`src/rtl/fht_io_sequencer_if.sv`:
```
// Bundle of stream, bank-write, bank-read and debug signals between the FHT I/O
// sequencer and its surroundings; the sequencer binds the master modport.
interface fht_io_sequencer_if #(
  parameter int D_BIT = 22,
  parameter int A_BIT = 9
);
  // Valid/ready: a word transfers on a rising edge where valid and ready are both
  // high; the source holds valid and data stable until then, ready may toggle freely.
  logic                    iS_VALID;
  logic [D_BIT-2:0]        iS_DATA;
  logic                    oS_READY;
  logic [3:0]              oWE;
  logic [D_BIT-2:0]        oDATA;
  logic [A_BIT-1:0]        oADDR_WR;
  logic                    oSTART;
  logic                    iFHT_RDY;
  logic [A_BIT-1:0]        oADDR_RD;
  logic signed [D_BIT-1:0] iFHT_DATA_0;
  logic signed [D_BIT-1:0] iFHT_DATA_1;
  logic signed [D_BIT-1:0] iFHT_DATA_2;
  logic signed [D_BIT-1:0] iFHT_DATA_3;
  logic                    oM_VALID;
  logic signed [D_BIT-1:0] oM_DATA;
  logic                    oM_LAST;
  logic                    iM_READY;
  logic                    oBUSY;
  logic [2:0]              oSTATE;

  modport master (
    input  iS_VALID, iS_DATA, iFHT_RDY, iFHT_DATA_0, iFHT_DATA_1, iFHT_DATA_2,
           iFHT_DATA_3, iM_READY,
    output oS_READY, oWE, oDATA, oADDR_WR, oSTART, oADDR_RD, oM_VALID, oM_DATA,
           oM_LAST, oBUSY, oSTATE
  );

  modport slave (
    output iS_VALID, iS_DATA, iFHT_RDY, iFHT_DATA_0, iFHT_DATA_1, iFHT_DATA_2,
           iFHT_DATA_3, iM_READY,
    input  oS_READY, oWE, oDATA, oADDR_WR, oSTART, oADDR_RD, oM_VALID, oM_DATA,
           oM_LAST, oBUSY, oSTATE
  );
endinterface

```
`src/rtl/fht_io_sequencer.sv`:
```
// Frame scheduler for the 4-bank FHT: scatters a sample stream over the banks,
// kicks the transform, then reads the banks back and re-serialises the spectrum.
module fht_io_sequencer #(
  parameter int D_BIT  = 22,
  parameter int A_BIT  = 9,
  parameter int RD_LAT = 2
) (
  input logic iCLK,
  input logic iRESET,
  fht_io_sequencer_if.master bus
);
  typedef enum logic [2:0] {
    S_LOAD    = 3'd0,
    S_START   = 3'd1,
    S_WAIT    = 3'd2,
    S_RD_ADDR = 3'd3,
    S_RD_WAIT = 3'd4,
    S_SEND    = 3'd5
  } state_t;

  localparam logic [A_BIT+1:0] N_LAST    = '1;
  localparam logic [A_BIT-1:0] A_LAST    = '1;
  localparam logic [1:0]       WAIT_LAST = 2'(RD_LAT - 2);

  state_t                  r_state;
  state_t                  w_state_nxt;
  logic [A_BIT+1:0]        r_n;
  logic                    r_flush;
  logic [3:0]              r_we;
  logic [D_BIT-2:0]        r_data;
  logic [A_BIT-1:0]        r_addr_wr;
  logic [A_BIT-1:0]        r_a;
  logic                    r_rdy_d;
  logic [1:0]              r_wait;
  logic [1:0]              r_k;
  logic signed [D_BIT-1:0] r_hold [4];

  logic w_hs_in;
  logic w_hs_out;
  logic w_n_last;
  logic w_a_last;
  logic w_k_last;
  logic w_rdy_rise;
  logic w_wait_done;
  logic w_capture;

  // r_flush marks the cycle that presents the final bank write; ready is already low.
  assign w_hs_in     = (r_state == S_LOAD) && !r_flush && bus.iS_VALID;
  assign w_hs_out    = (r_state == S_SEND) && bus.iM_READY;
  assign w_n_last    = (r_n == N_LAST);
  assign w_a_last    = (r_a == A_LAST);
  assign w_k_last    = (r_k == 2'd3);
  assign w_rdy_rise  = bus.iFHT_RDY && !r_rdy_d;
  assign w_wait_done = (RD_LAT <= 1) || (r_wait == WAIT_LAST);
  // With RD_LAT = 1 the data is captured at the end of RD_ADDR and RD_WAIT is skipped.
  assign w_capture   = ((r_state == S_RD_ADDR) && (RD_LAT <= 1)) ||
                       ((r_state == S_RD_WAIT) && w_wait_done);

  always_ff @(posedge iCLK) begin
    if (iRESET) r_state <= S_LOAD;
    else        r_state <= w_state_nxt;
  end

  always_comb begin
    w_state_nxt = r_state;
    case (r_state)
      S_LOAD:    if (r_flush) w_state_nxt = S_START;
      S_START:   w_state_nxt = S_WAIT;
      S_WAIT:    if (w_rdy_rise) w_state_nxt = S_RD_ADDR;
      S_RD_ADDR: w_state_nxt = (RD_LAT <= 1) ? S_SEND : S_RD_WAIT;
      S_RD_WAIT: if (w_wait_done) w_state_nxt = S_SEND;
      S_SEND:    if (w_hs_out && w_k_last) w_state_nxt = w_a_last ? S_LOAD : S_RD_ADDR;
      default:   w_state_nxt = S_LOAD;
    endcase
  end

  always_comb begin
    bus.oS_READY = (r_state == S_LOAD) && !r_flush;
    bus.oSTART   = (r_state == S_START);
    bus.oM_VALID = (r_state == S_SEND);
    bus.oM_LAST  = (r_state == S_SEND) && w_k_last && w_a_last;
    bus.oBUSY    = (r_state != S_LOAD);
  end

  assign bus.oWE      = r_we;
  assign bus.oDATA    = r_data;
  assign bus.oADDR_WR = r_addr_wr;
  assign bus.oADDR_RD = r_a;
  assign bus.oM_DATA  = r_hold[r_k];
  assign bus.oSTATE   = r_state;

  always_ff @(posedge iCLK) begin
    if (iRESET) begin
      r_n       <= '0;
      r_flush   <= 1'b0;
      r_we      <= '0;
      r_data    <= '0;
      r_addr_wr <= '0;
      r_a       <= '0;
      r_rdy_d   <= 1'b0;
      r_wait    <= '0;
      r_k       <= '0;
      for (int i = 0; i < 4; i++) r_hold[i] <= '0;
    end else begin
      r_rdy_d <= bus.iFHT_RDY;
      r_we    <= '0;
      if (w_hs_in) begin
        r_we      <= 4'b0001 << r_n[1:0];
        r_data    <= bus.iS_DATA;
        r_addr_wr <= r_n[A_BIT+1:2];
        r_n       <= w_n_last ? '0 : r_n + 1'b1;
        r_flush   <= w_n_last;
      end else if ((r_state == S_LOAD) && r_flush) begin
        r_flush <= 1'b0;
      end
      // The read address is both the bank address and the frame read counter.
      if ((r_state == S_WAIT) && w_rdy_rise) r_a <= '0;
      if (r_state == S_RD_WAIT) r_wait <= r_wait + 1'b1;
      else                      r_wait <= '0;
      if (w_capture) begin
        r_hold[0] <= bus.iFHT_DATA_0;
        r_hold[1] <= bus.iFHT_DATA_1;
        r_hold[2] <= bus.iFHT_DATA_2;
        r_hold[3] <= bus.iFHT_DATA_3;
      end
      if (w_hs_out) begin
        r_k <= w_k_last ? 2'd0 : r_k + 1'b1;
        if (w_k_last && !w_a_last) r_a <= r_a + 1'b1;
      end
    end
  end
endmodule

```
`src/flat_wrapper.sv`:
```
// flat-port wrapper written by rule: the top's interface ports become plain ports
module fht_io_sequencer_flat 
#(
  parameter int D_BIT  = 22,
  parameter int A_BIT  = 9,
  parameter int RD_LAT = 2
)
  (iCLK, iRESET, bus_iS_VALID, bus_iS_DATA, bus_iFHT_RDY, bus_iFHT_DATA_0, bus_iFHT_DATA_1, bus_iFHT_DATA_2, bus_iFHT_DATA_3, bus_iM_READY, bus_oS_READY, bus_oWE, bus_oDATA, bus_oADDR_WR, bus_oSTART, bus_oADDR_RD, bus_oM_VALID, bus_oM_DATA, bus_oM_LAST, bus_oBUSY, bus_oSTATE);
  fht_io_sequencer_if #(.D_BIT(D_BIT), .A_BIT(A_BIT)) bus_i ();
  input logic iCLK;
  input logic iRESET;
  input wire logic [$bits(bus_i.iS_VALID)-1:0] bus_iS_VALID;
  input wire logic [$bits(bus_i.iS_DATA)-1:0] bus_iS_DATA;
  input wire logic [$bits(bus_i.iFHT_RDY)-1:0] bus_iFHT_RDY;
  input wire logic [$bits(bus_i.iFHT_DATA_0)-1:0] bus_iFHT_DATA_0;
  input wire logic [$bits(bus_i.iFHT_DATA_1)-1:0] bus_iFHT_DATA_1;
  input wire logic [$bits(bus_i.iFHT_DATA_2)-1:0] bus_iFHT_DATA_2;
  input wire logic [$bits(bus_i.iFHT_DATA_3)-1:0] bus_iFHT_DATA_3;
  input wire logic [$bits(bus_i.iM_READY)-1:0] bus_iM_READY;
  output wire logic [$bits(bus_i.oS_READY)-1:0] bus_oS_READY;
  output wire logic [$bits(bus_i.oWE)-1:0] bus_oWE;
  output wire logic [$bits(bus_i.oDATA)-1:0] bus_oDATA;
  output wire logic [$bits(bus_i.oADDR_WR)-1:0] bus_oADDR_WR;
  output wire logic [$bits(bus_i.oSTART)-1:0] bus_oSTART;
  output wire logic [$bits(bus_i.oADDR_RD)-1:0] bus_oADDR_RD;
  output wire logic [$bits(bus_i.oM_VALID)-1:0] bus_oM_VALID;
  output wire logic [$bits(bus_i.oM_DATA)-1:0] bus_oM_DATA;
  output wire logic [$bits(bus_i.oM_LAST)-1:0] bus_oM_LAST;
  output wire logic [$bits(bus_i.oBUSY)-1:0] bus_oBUSY;
  output wire logic [$bits(bus_i.oSTATE)-1:0] bus_oSTATE;
  assign bus_i.iS_VALID = bus_iS_VALID;
  assign bus_i.iS_DATA = bus_iS_DATA;
  assign bus_i.iFHT_RDY = bus_iFHT_RDY;
  assign bus_i.iFHT_DATA_0 = bus_iFHT_DATA_0;
  assign bus_i.iFHT_DATA_1 = bus_iFHT_DATA_1;
  assign bus_i.iFHT_DATA_2 = bus_iFHT_DATA_2;
  assign bus_i.iFHT_DATA_3 = bus_iFHT_DATA_3;
  assign bus_i.iM_READY = bus_iM_READY;
  assign bus_oS_READY = bus_i.oS_READY;
  assign bus_oWE = bus_i.oWE;
  assign bus_oDATA = bus_i.oDATA;
  assign bus_oADDR_WR = bus_i.oADDR_WR;
  assign bus_oSTART = bus_i.oSTART;
  assign bus_oADDR_RD = bus_i.oADDR_RD;
  assign bus_oM_VALID = bus_i.oM_VALID;
  assign bus_oM_DATA = bus_i.oM_DATA;
  assign bus_oM_LAST = bus_i.oM_LAST;
  assign bus_oBUSY = bus_i.oBUSY;
  assign bus_oSTATE = bus_i.oSTATE;
  fht_io_sequencer #(.D_BIT(D_BIT), .A_BIT(A_BIT), .RD_LAT(RD_LAT)) u_core (.iCLK(iCLK), .iRESET(iRESET), .bus(bus_i));
endmodule
```
`config.mk`:
```
export PLATFORM = sky130hd
export DESIGN_NAME = fht_io_sequencer_flat
export DESIGN_NICKNAME = d
export VERILOG_FILES = /design/src/rtl/fht_io_sequencer_if.sv /design/src/rtl/fht_io_sequencer.sv /design/src/flat_wrapper.sv
export SDC_FILE = /design/constraint.sdc
export NUM_CORES = 1
export LEC_CHECK = 0
export ABC_CLOCK_PERIOD_IN_PS = 6300
export CAP_MARGIN = 20
export CORE_AREA = 5 5 148 136
export DETAILED_ROUTE_END_ITERATION = 10
export DIE_AREA = 0 0 153 141
export GPL_TIMING_DRIVEN = 0
export PLACE_DENSITY = 0.74
export RECOVER_POWER = 50
export SYNTH_ARGS = -nofsm -noshare
export SYNTH_HDL_FRONTEND = slang
export SYNTH_SLANG_ARGS = --single-unit
```
`constraint.sdc`:
```
create_clock -name iCLK -period 6.3 [get_ports iCLK]
set_input_delay 0.945 -clock iCLK [delete_from_list [all_inputs] [get_ports iCLK]]
set_output_delay 0.945 -clock iCLK [all_outputs]
set_load 0.02 [all_outputs]
```
==> results.md, run 1 <==
- Status: completed
- WL/cell: 17.9 um
- Fin Setup TNS: 0 ns
- Starting Density: 34.9%
- WL final: 17.9 mm
- CTS sink cnt: 153
- PortBufs: 185
- Reg2reg path depth: 6
- RSZ-0062 raised after global routing: no
- Static Leak: roughly 3.6 nW
- Vias: 4886
- Least-Margin Pin Slew: 1.29 ns
- Initial antenna violation count: 2
- Top cells by area, synth: edfxtp_1 (41%), dfxtp_1 (20%), and3_1 (8.8%)
- Tcrit/Tclk final: 53.7%
- Worst-skew pair later-pin latency: 0.42 ns
- Peak supply drop: 0.185 mV
- Dpl cells: 969
- Tot Pwr: 2.26 mW
- Die X: 153 um
- CTS tree: yes
- Most frequent cells in the layout: clkdlybuf4s50_1 (183), and3_1 (91), edfxtp_1 (88), nand2_1 (75), dfxtp_1 (65)
- Worst Path Arrival: 2.44 ns
- Hold crit path type: reg2reg
- Nets@finish: 857
- Iter 0 DRT Violations: 363
- Most common cell after layout, fill and taps aside: clkdlybuf4s50_1
- Post-synthesis sequential area ratio: ~60%
- Cells after Synth: 533
- Number of post-CTS setup repair buffers: 0
- Peak Freq: 295 MHz
- Worst reg2reg setup slack: approximately 3.3 ns
- Worst relative slew slack: between 10% and 20%
- Critical R2R Capture: u_core.r_hold[2][5]
- HPWL after DPL: 12.6 mm
- Final setup fails: 0
- I/O Pins: around 190
- Fin. max-slew vios: 0
- Total of max-cap violations: 0
- Die area: 21600 sq um
- Critical R2R Launch: u_core.r_wait[0]
- Top cell type's share of synthesized area: 40.7%
- Xor/xnor cell area share of the yosys netlist: 1.89%
- Worst-case hold path end point: u_core.r_wait[0]
- Critical path type: reg2out
- Crit Path Max Fanout: 10
- Fin. Hold Viols: 0
- Main combinational cell family by area after synthesis: simple AND/OR/NAND/NOR gates
- Num rows: 48
- Layout Utilization: ~49%
- Pre-Repair DR Iteration Count: 4
- Worst setup EP type: output port
- Post-cts sizing count: 0
- ANT nets after route: 0
- Fraction of registers with async set/reset: 0%
- Number of flops mapped to enable cells by yosys: 88
- Fin cells: 1002
- Simple-gate share of the synthesized area: between 20% and 30%
- Post-synth net total: roughly 650
- Clock slew seen by the registers of the worst setup and hold paths: 0.07 ns
- Remaining Overflow, GRT: 0
- Die height: 141 um
- Power Dens Cells: approximately 250 nW/um^2
- Min cycle time layout: 3.39 ns
- Final WS setup: ~3 ns
- Crit start category: register
- Hold Path Depth: 1
- Yosys reg bits: 153
- GPL Wtd Cong: 0.777
- Syn avg cell area: 12.2 sq um
- First-pass GRT wire length: 27.7 mm
- Total CTS buffers: 17
- Synthesized cell area: ~6500 sq um
- Synth cell types: 49
- # DRC: 0
- Clk_skew: 0.00911 ns
- Vias per cell: 4.88
- CTS Hold Buffers Added: 0
- Post-synthesis compound-gate area fraction: under 10%
- Pre-CTS setup slack: roughly 3.3 ns
- Synth-to-layout area growth: 41.7%
- Clock Tree Root: clkbuf_16
- Ys flop type: edfxtp_1
- Ys Warns: 0
- Area leader, netlist: edfxtp_1
- Core Box Area: 18600 sq um
- Pin count of the biggest net entering global routing: 64
- Worst endpoint required time: 5.35 ns
- Worst Min Path Start: u_core.r_wait[0]
- Post-synthesis mux area share: 7.93%
- Vias in the first global route: around 5000
- Layout cell share with drive strength beyond 1: 9.45%
- H-tree levels: 4
- Synthesized-area fraction occupied by adder cells: 0.963%
- GR Util All Layers: 16.5%
- Clock tree buffer depth: 2
==> registers in the layout, indices dropped and copies added, names as in the netlist, named ones only <==
register	count
u_core.r_rdy_d	1
u_core.bus.oADDR_RD	9
u_core.bus.oADDR_WR	9
u_core.r_n	11
u_core.bus.oDATA	21
u_core.r_flush	1
u_core.r_k	2
u_core.bus.oWE	4
u_core.r_hold	88
u_core.r_wait	2
u_core.bus.oSTATE	3
==> worst max-delay path by stage <==
stage,startpoint,to,slack [ns],cells after the start
floorplan,iRESET,u_core.r_hold[0][0],3.23,3
global placement,iRESET,u_core.r_hold[3][9],2.49,3
detailed placement,register,bus_oM_DATA[15],3.29,3
CTS,register,bus_oM_DATA[20],2.83,3
global route,register,bus_oM_DATA[20],2.75,3
finish,register,bus_oM_DATA[20],2.91,3
==> synth_stat cells (2+ instances only) <==
| library cell | count |
|---|---|
| nor2b_1 | 4 |
| a21oi_1 | 41 |
| and4bb_2 | 2 |
| xor2_1 | 11 |
| clkbuf_1 | 22 |
| xnor2_1 | 3 |
| o21ai_0 | 4 |
| nand2_1 | 74 |
| mux4_2 | 22 |
| or3_1 | 3 |
| buf_2 | 7 |
| buf_1 | 2 |
| nand2_2 | 2 |
| clkbuf_2 | 2 |
| nor3_1 | 2 |
| mux2i_1 | 2 |
| nor4_1 | 2 |
| edfxtp_1 | 88 |
| and3b_1 | 2 |
| nor2_1 | 21 |
| nand3_1 | 6 |
| inv_1 | 4 |
| nand4_1 | 8 |
| ha_1 | 5 |
| nor4b_1 | 2 |
| and2_1 | 5 |
| buf_4 | 5 |
| buf_6 | 5 |
| and3_1 | 91 |
| dfxtp_1 | 65 |
| and4_1 | 2 |
| a21o_1 | 2 |
==> layer usage <==
layer | vias up | wire [um] | global-route usage (%)
met3 | 8 | 1730 | 6.63
li1 | 2361 | - | -
met1 | 2336 | 7450 | 20.9
met2 | 181 | 8660 | 27.1
met5 | - | 0 | 0
met4 | 0 | 107 | 3.14
==> final cells by class <==
| type | instances | area [sq um] |
|---|---|---|
| multi-input combinational | 333 | 2280 |
| inverter | 4 | 15.0 |
| sequential | 153 | 3940 |
| fill | 1683 | 9410 |
| antenna | 1 | 2.50 |
| timing repair buffer | 186 | 1880 |
| clock inverter | 15 | 148 |
| buffer | 43 | 195 |
| clock buffer | 17 | 425 |
| tap | 250 | 313 |
==> critical path, cell delays in order, from the launching register on <==
cell and delay [ns]:
dfxtp_1 0.48, buf_2 0.41, mux4_2 0.55, clkdlybuf4s50_1 0.59
==> report_power, final <==
part | switching [mW] | internal, mW | leakage [nW]
Combinational | 0.0704 | 0.101 | 1.88
Clock | 0.466 | 0.529 | 0.281
Sequential | 0.0115 | 1.08 | 1.44
==> cell families after synthesis <==
kind of cell,after synthesis
compound gates,53
xor+xnor,14
fa+ha+maj,5
buf+inv,47
flops,153
mux,24
simple gates,237
==> metrics by stage <==
stage / cell area [sq um] / hold slack (ns)
2_1_floorplan: 6500 / 0.397
3_3_place_gp: 8660 / 0.413
3_5_place_dp: 8700 / 0.414
4_1_cts: 9270 / 0.424
5_1_grt: 9200 / 0.462
6_report: 9210 / 0.425
Note: power is estimated with default switching activity, not from simulation.
==> run 2: changes to the inputs <==
--- a/config.mk
+++ b/config.mk
@@ -5,13 +5,13 @@
 export SDC_FILE = /design/constraint.sdc
 export NUM_CORES = 1
 export LEC_CHECK = 0
-export ABC_CLOCK_PERIOD_IN_PS = 6300
+export ABC_CLOCK_PERIOD_IN_PS = 2800
 export CAP_MARGIN = 20
 export CORE_AREA = 5 5 148 136
 export DETAILED_ROUTE_END_ITERATION = 10
 export DIE_AREA = 0 0 153 141
 export GPL_TIMING_DRIVEN = 0
-export PLACE_DENSITY = 0.74
+export PLACE_DENSITY = 0.76
 export RECOVER_POWER = 50
 export SYNTH_ARGS = -nofsm -noshare
 export SYNTH_HDL_FRONTEND = slang
==> constraint.sdc (replaced) <==
create_clock -name iCLK -period 2.8 [get_ports iCLK]
set_input_delay 0.42 -clock iCLK [delete_from_list [all_inputs] [get_ports iCLK]]
set_output_delay 0.42 -clock iCLK [all_outputs]
set_load 0.02 [all_outputs]
==> run 2 against run 1 <==
Largest power group unchanged. Via count decreased by 0.18%. Setup slack got worse by 2.8 ns. Clock power increased by 130%. Largest cell class unchanged. Total power increased by 130%. Final area increased by 0.42%. Worst hold slack got worse by 0.0022 ns.
==> results.md, run 2 (synthesis gave the netlist of run 1 again) <==
- I/O Pins: 187
- Num rows: 48
- Peak supply drop: 0.426 mV
- Clock Tree Root: clkbuf_16
- Worst endpoint required time: 2.38 ns
- Family with the most delay on the worst path: buffers and inverters
- CP max stage delay: 0.57 ns
- Crit start category: register
- Worst setup EP type: output port
- Clk_skew: about 0.008 ns
- PortBufs: between 150 and 200
- # DRC: 0
- Die area: 21600 sq um
- Worst relative slew slack: approximately 63%
- Hold crit path type: reg2reg
- CTS Hold Buffers Added: 0
- Reg with most FFs: u_core.r_hold
- Final setup fails: 0
- Layout Utilization: 49.7%
- Layout cell share with drive strength beyond 1: around a tenth
- Most common cell after layout, fill and taps aside: clkdlybuf4s50_1
- GPL Wtd Cong: 0.804
- CTS sink cnt: 153
- Clock tree buffer depth: 2
- Min cycle time layout: 2.65 ns
- CTS tree: yes
- Fin Setup TNS: 0 ns
- Met2 Usage GRT: between 20% and 30%
- Slowest cell on crit path: clkdlybuf4s50_1
- Pin count of the biggest net entering global routing: 67
- Total of max-cap violations: 0
- Vias in the first global route: 4965
- Comb power frac: 7.5%
- Hold Path Depth: 1
- Nets@finish: 857
- Total CTS buffers: 17
- Sw Pwr: 1.18 mW
- H-tree levels: 4
- Critical path type: reg2out
- Worst-skew pair later-pin latency: 0.42 ns
- Die X: 153 um
- Sw Share: 23.1%
- Status: completed
- HPWL after DPL: 12.8 mm
- Worst-path cell chain: buf_4, mux4_2, clkdlybuf4s50_1
- Fin. max-slew vios: 0
- Vias: 4877
- Worst Min Path Start: u_core.r_wait[0]
- Fin. Hold Viols: 0
- Reg2reg path depth: 6
- Max reg flops: 88
- Iter 0 DRT Violations: 389
- Fin cells: between 1000 and 1500
- Clock slew seen by the registers of the worst setup and hold paths: ~0.060 ns
- Peak Freq: 377 MHz
- Crit Path Max Fanout: 10
- Worst Path Arrival: between 2 and 2.5 ns
- Levels on crit path: 3
- Pint: 3.92 mW
- Tot Pwr: ~5.1 mW
- Most frequent cells in the layout: clkdlybuf4s50_1 (151), and3_1 (91), edfxtp_1 (88), nand2_1 (75), dfxtp_1 (64)
- Layout fillers: about 1700
- Starting Density: 34.9%
- Power Dens Cells: around 550 nW/um^2
- Core Box Area: 18600 sq um
- Worst Path Buf+Inv: 2
- Initial antenna violation count: 1
- Tcrit/Tclk final: 94.7%
- GRT Max-Usage Layer: met2
- Sequential power share: around half
- First-pass GRT wire length: approximately 28 mm
- Critical R2R Launch: u_core.r_wait[0]
- ANT nets after route: 0
- Vias per cell: a little under 5
- Critical R2R Capture: u_core.r_hold[3][20]
- Dpl cells: 969
- Worst-case hold path end point: u_core.r_wait[0]
- GR Util All Layers: 16.6%
- RSZ-0062 raised after global routing: no
- Synth-to-layout area growth: 42.3%
- WL/cell: 17.9 um
- Least-Margin Pin Slew: 0.555 ns
- Pre-Repair DR Iteration Count: 4
- WL final: roughly 18 mm
- Static Leak: 3.72 nW
- Remaining Overflow, GRT: 0
- Die height: around 140 um
- Met1 Use GR: 20.6%
- Clock share of power: 44.2%
- GR Util met3: between 6 and 7%
- Worst reg2reg setup slack: about 0.42 ns
==> run 2: cell count changes in the layout (fill, tap and decap cells not counted), sizes merged, moves of 2 or more <==
cell / delta
inv: -4
dlygate4sd3: +31
clkdlybuf4s50: -32
clkinvlp: +2
clkbuf: -2
buf: +3
==> run 2: timing repair <==
item                       in CTS  in global routing
setup endpoints to repair      21                  0
gates resized for setup         6                  0
buffers inserted                0                  0
==> run 2: layout make-up <==
cell class | instances | area, sq um | share of cell area, %
well taps | 250 | 313 | 3.38
clock buffers | 18 | 429 | 4.64
diodes | 1 | 2.50 | 0.0271
inverters | 4 | 15.0 | 0.162
repair buffers | 186 | 1880 | 20.3
plain buffers | 43 | 214 | 2.31
clock inverters | 14 | 155 | 1.68
flip-flops and latches | 153 | 3950 | 42.7
multi-input cells | 333 | 2290 | 24.8
==> run 2: worst register-to-register path, cell delays in order (launching register included) <==
cell	delay, ns
dfxtp_1	0.31
inv_1	0.05
ha_1	0.13
clkbuf_1	0.33
clkbuf_1	0.39
a31o_4	0.46
buf_16	0.34
==> run 2: worst max-delay path by stage <==
stage	start	endpoint	slack [ns]
finish	register	bus_oM_DATA[15]	0.15
floorplan	u_core.r_wait[0]	u_core.r_hold[0][0]	0.19
detailed placement	register	bus_oM_DATA[15]	0.29
global route	register	bus_oM_DATA[2]	0.03
CTS	register	bus_oM_DATA[15]	0.09
global placement	u_core.r_wait[0]	u_core.r_hold[0][4]	-0.61
==> run 2: power groups by stage <==
stage          Combinational, mW  Clock, mW  Sequential (mW)
3_3_place_gp               0.386          0             2.51
6_report                   0.382       2.25             2.46
2_1_floorplan              0.113          0             2.53
4_1_cts                    0.397       2.31             2.46
3_5_place_dp               0.394          0             2.51
5_1_grt                    0.407       2.41             2.47
==> run 2: through the flow <==
step           worst slack, ns  hold WS [ns]  area, sq um
2_1_floorplan            0.188         0.397         6500
5_1_grt                 0.0312         0.468         9240
6_report                 0.150         0.423         9250
3_5_place_dp             0.295         0.420         8700
3_3_place_gp            -0.607         0.413         8660
4_1_cts                 0.0913         0.429         9290
==> run 2: per-layer routing <==
metal	share of wire [%]	vias up	wire, um
li1	-	2360	-
met1	42	2326	7600
met2	49	175	8810
met3	7.8	14	1410
met4	0.71	2	127
met5	0.072	-	13
==> run 3: changes to the inputs <==
--- a/config.mk
+++ b/config.mk
@@ -10,7 +10,7 @@
 export CORE_AREA = 5 5 148 136
 export DETAILED_ROUTE_END_ITERATION = 10
 export DIE_AREA = 0 0 153 141
-export GPL_TIMING_DRIVEN = 0
+export GPL_TIMING_DRIVEN = 1
 export PLACE_DENSITY = 0.76
 export RECOVER_POWER = 50
 export SYNTH_ARGS = -nofsm -noshare
==> run 3 against run 2 <==
The flow now finishes with violations (max-capacitance violations, max-slew violations). Sequential cell count is the same. Register-to-register slack lost 0.05 ns. Wire length shrank 11%. Total power shrank 0.21%. Critical endpoint is now bus_oS_READY. Largest cell class unchanged. Final area shrank 1.2%.
==> results.md, run 3 (synthesis gave the netlist of run 1 again) <==
- Hold Path Depth: 2
- Hold crit path type: in2reg
- Critical R2R Launch: u_core.bus.oSTATE[1]
- WL/cell: 16.5 um
- H-tree levels: 4
- Final setup fails: 0
- RSZ-0062 raised after global routing: no
- Worst-case hold path end point: u_core.bus.oSTATE[2]
- Clock Tree Root: clkbuf_16
- Core Box Area: 18600 sq um
- Status: complete, but fails checks
- Final WS setup: 0.193 ns
- Fin Setup TNS: 0 ns
- Worst Min Path Start: iRESET
- Pre-Repair DR Iteration Count: 4
- Pin count of the biggest net entering global routing: 90
- Vias per cell: between 4 and 5
- Peak supply drop: 0.402 mV
- Pre-CTS setup slack: between 0.5 and 0.6 ns
- First-pass GRT wire length: between 20 and 30 mm
- Total of max-cap violations: 1
- Critical R2R Capture: u_core.r_hold[3][3]
- Vias: roughly 4700
- Least-Margin Pin Slew: roughly 1.9 ns
- WL final: 16.0 mm
- PortBufs: between 150 and 200
- Min cycle time layout: 2.61 ns
- GPL Wtd Cong: 0.781
- Worst relative slew slack: -26.8%
- Critical path type: reg2out
- # DRC: 0
- Layout cell share with drive strength beyond 1: 10.6%
- Iter 0 DRT Violations: between 300 and 400
- Tcrit/Tclk final: around 93%
- Die height: 141 um
- Failing checks: max-capacitance violations, max-slew violations
- Clock slew seen by the registers of the worst setup and hold paths: ~0.060 ns
- Num rows: 48
- Worst setup EP type: output port
- Fin. max-slew vios: 43
- CTS Hold Buffers Added: 0
- Clk_skew: between 0.006 and 0.007 ns
- Most frequent cells in the layout: clkdlybuf4s50_1 (153), and3_1 (91), edfxtp_1 (88), nand2_1 (74), dfxtp_1 (64)
- Peak Freq: 384 MHz
- I/O Pins: 187
- Crit start category: register
- Worst endpoint required time: 2.38 ns
- Initial antenna violation count: 1
- Remaining Overflow, GRT: 0
- Die area: approximately 22000 sq um
- Clock tree buffer depth: 2
- Die X: 153 um
- Starting Density: 34.9%
- CTS sink cnt: 153
- Static Leak: between 3 and 4 nW
- Worst reg2reg setup slack: about 0.37 ns
- Fin. Hold Viols: 0
- GR Util All Layers: 14.9%
- HPWL after DPL: around 11 mm
- Power Dens Cells: roughly 560 nW/um^2
- Crit Path Max Fanout: 13
- Worst Path Arrival: 2.19 ns
- Vias in the first global route: 4642
- Max reg flops: just under 90
- Reg with most FFs: u_core.r_hold
- Total CTS buffers: 17
- Most common cell after layout, fill and taps aside: clkdlybuf4s50_1
- Reg2reg path depth: 6
- CTS tree: yes
- Nets@finish: approximately 830
- Post-cts sizing count: 0
- Synth-to-layout area growth: 40.5%
- Number of post-CTS setup repair buffers: 0
- ANT nets after route: 0
- Worst-skew pair later-pin latency: 0.42 ns
## run 3: critical path, stage by stage, from the launching register on
cell and delay, ns:
dfxtp_1 0.47, nor3_4 0.41, inv_1 0.14, nor2_1 0.12, clkdlybuf4s50_1 0.61
## run 3: area by class of cell
cell class / instances / area [sq um]
Timing Repair Buffer: 198 / 1960
Sequential cell: 153 / 3950
Clock buffer: 18 / 429
Fill cell: 1635 / 9490
Clock inverter: 13 / 146
Antenna cell: 1 / 2.50
Multi-Input combinational cell: 333 / 2310
Inverter: 4 / 15.0
Tap cell: 250 / 313
## run 3: where the power goes
| part | internal [mW] | switching (mW) | leakage (nW) | total [mW] |
|---|---|---|---|---|
| Combinational | 0.217 | 0.152 | 1.96 | 0.369 |
| Sequential | 2.44 | 0.0259 | 1.44 | 2.46 |
| Clock | 1.32 | 0.937 | 0.273 | 2.25 |
## run 3: per-stage QoR
stage	power, mW	hold WS [ns]	cells	area, sq um	utilization [%]
final	5.09	0.364	970	9130	49.0
after CTS	5.16	0.344	969	9150	49.2
after floorplan	2.64	0.397	533	6500	-
after global routing	5.27	0.370	969	9130	49.0
after global placement	2.89	0.411	938	8580	46.1
after detailed placement	2.89	0.418	938	8580	46.1
## run 3: routing by layer
metal	vias to the layer above	global-route usage, %	part of all wire [%]
met5	-	0	0.081
met4	2	4.64	0.97
met3	17	5.83	8.5
met2	168	22.7	47
met1	2227	19.6	44
li1	2296	-	-
## run 3: worst max-delay path by stage
| stage | start | end | slack (ns) | cells after the start |
|---|---|---|---|---|
| floorplan | u_core.r_wait[0] | u_core.r_hold[0][0] | 0.19 | 5 |
| global placement | register | bus_oM_DATA[21] | 0.53 | 3 |
| detailed placement | register | bus_oM_DATA[21] | 0.50 | 3 |
| CTS | register | bus_oM_DATA[21] | 0.02 | 3 |
| global route | u_core.bus.oSTATE[0] | bus_oS_READY | 0.04 | 4 |
| finish | u_core.bus.oSTATE[0] | bus_oS_READY | 0.19 | 4 |
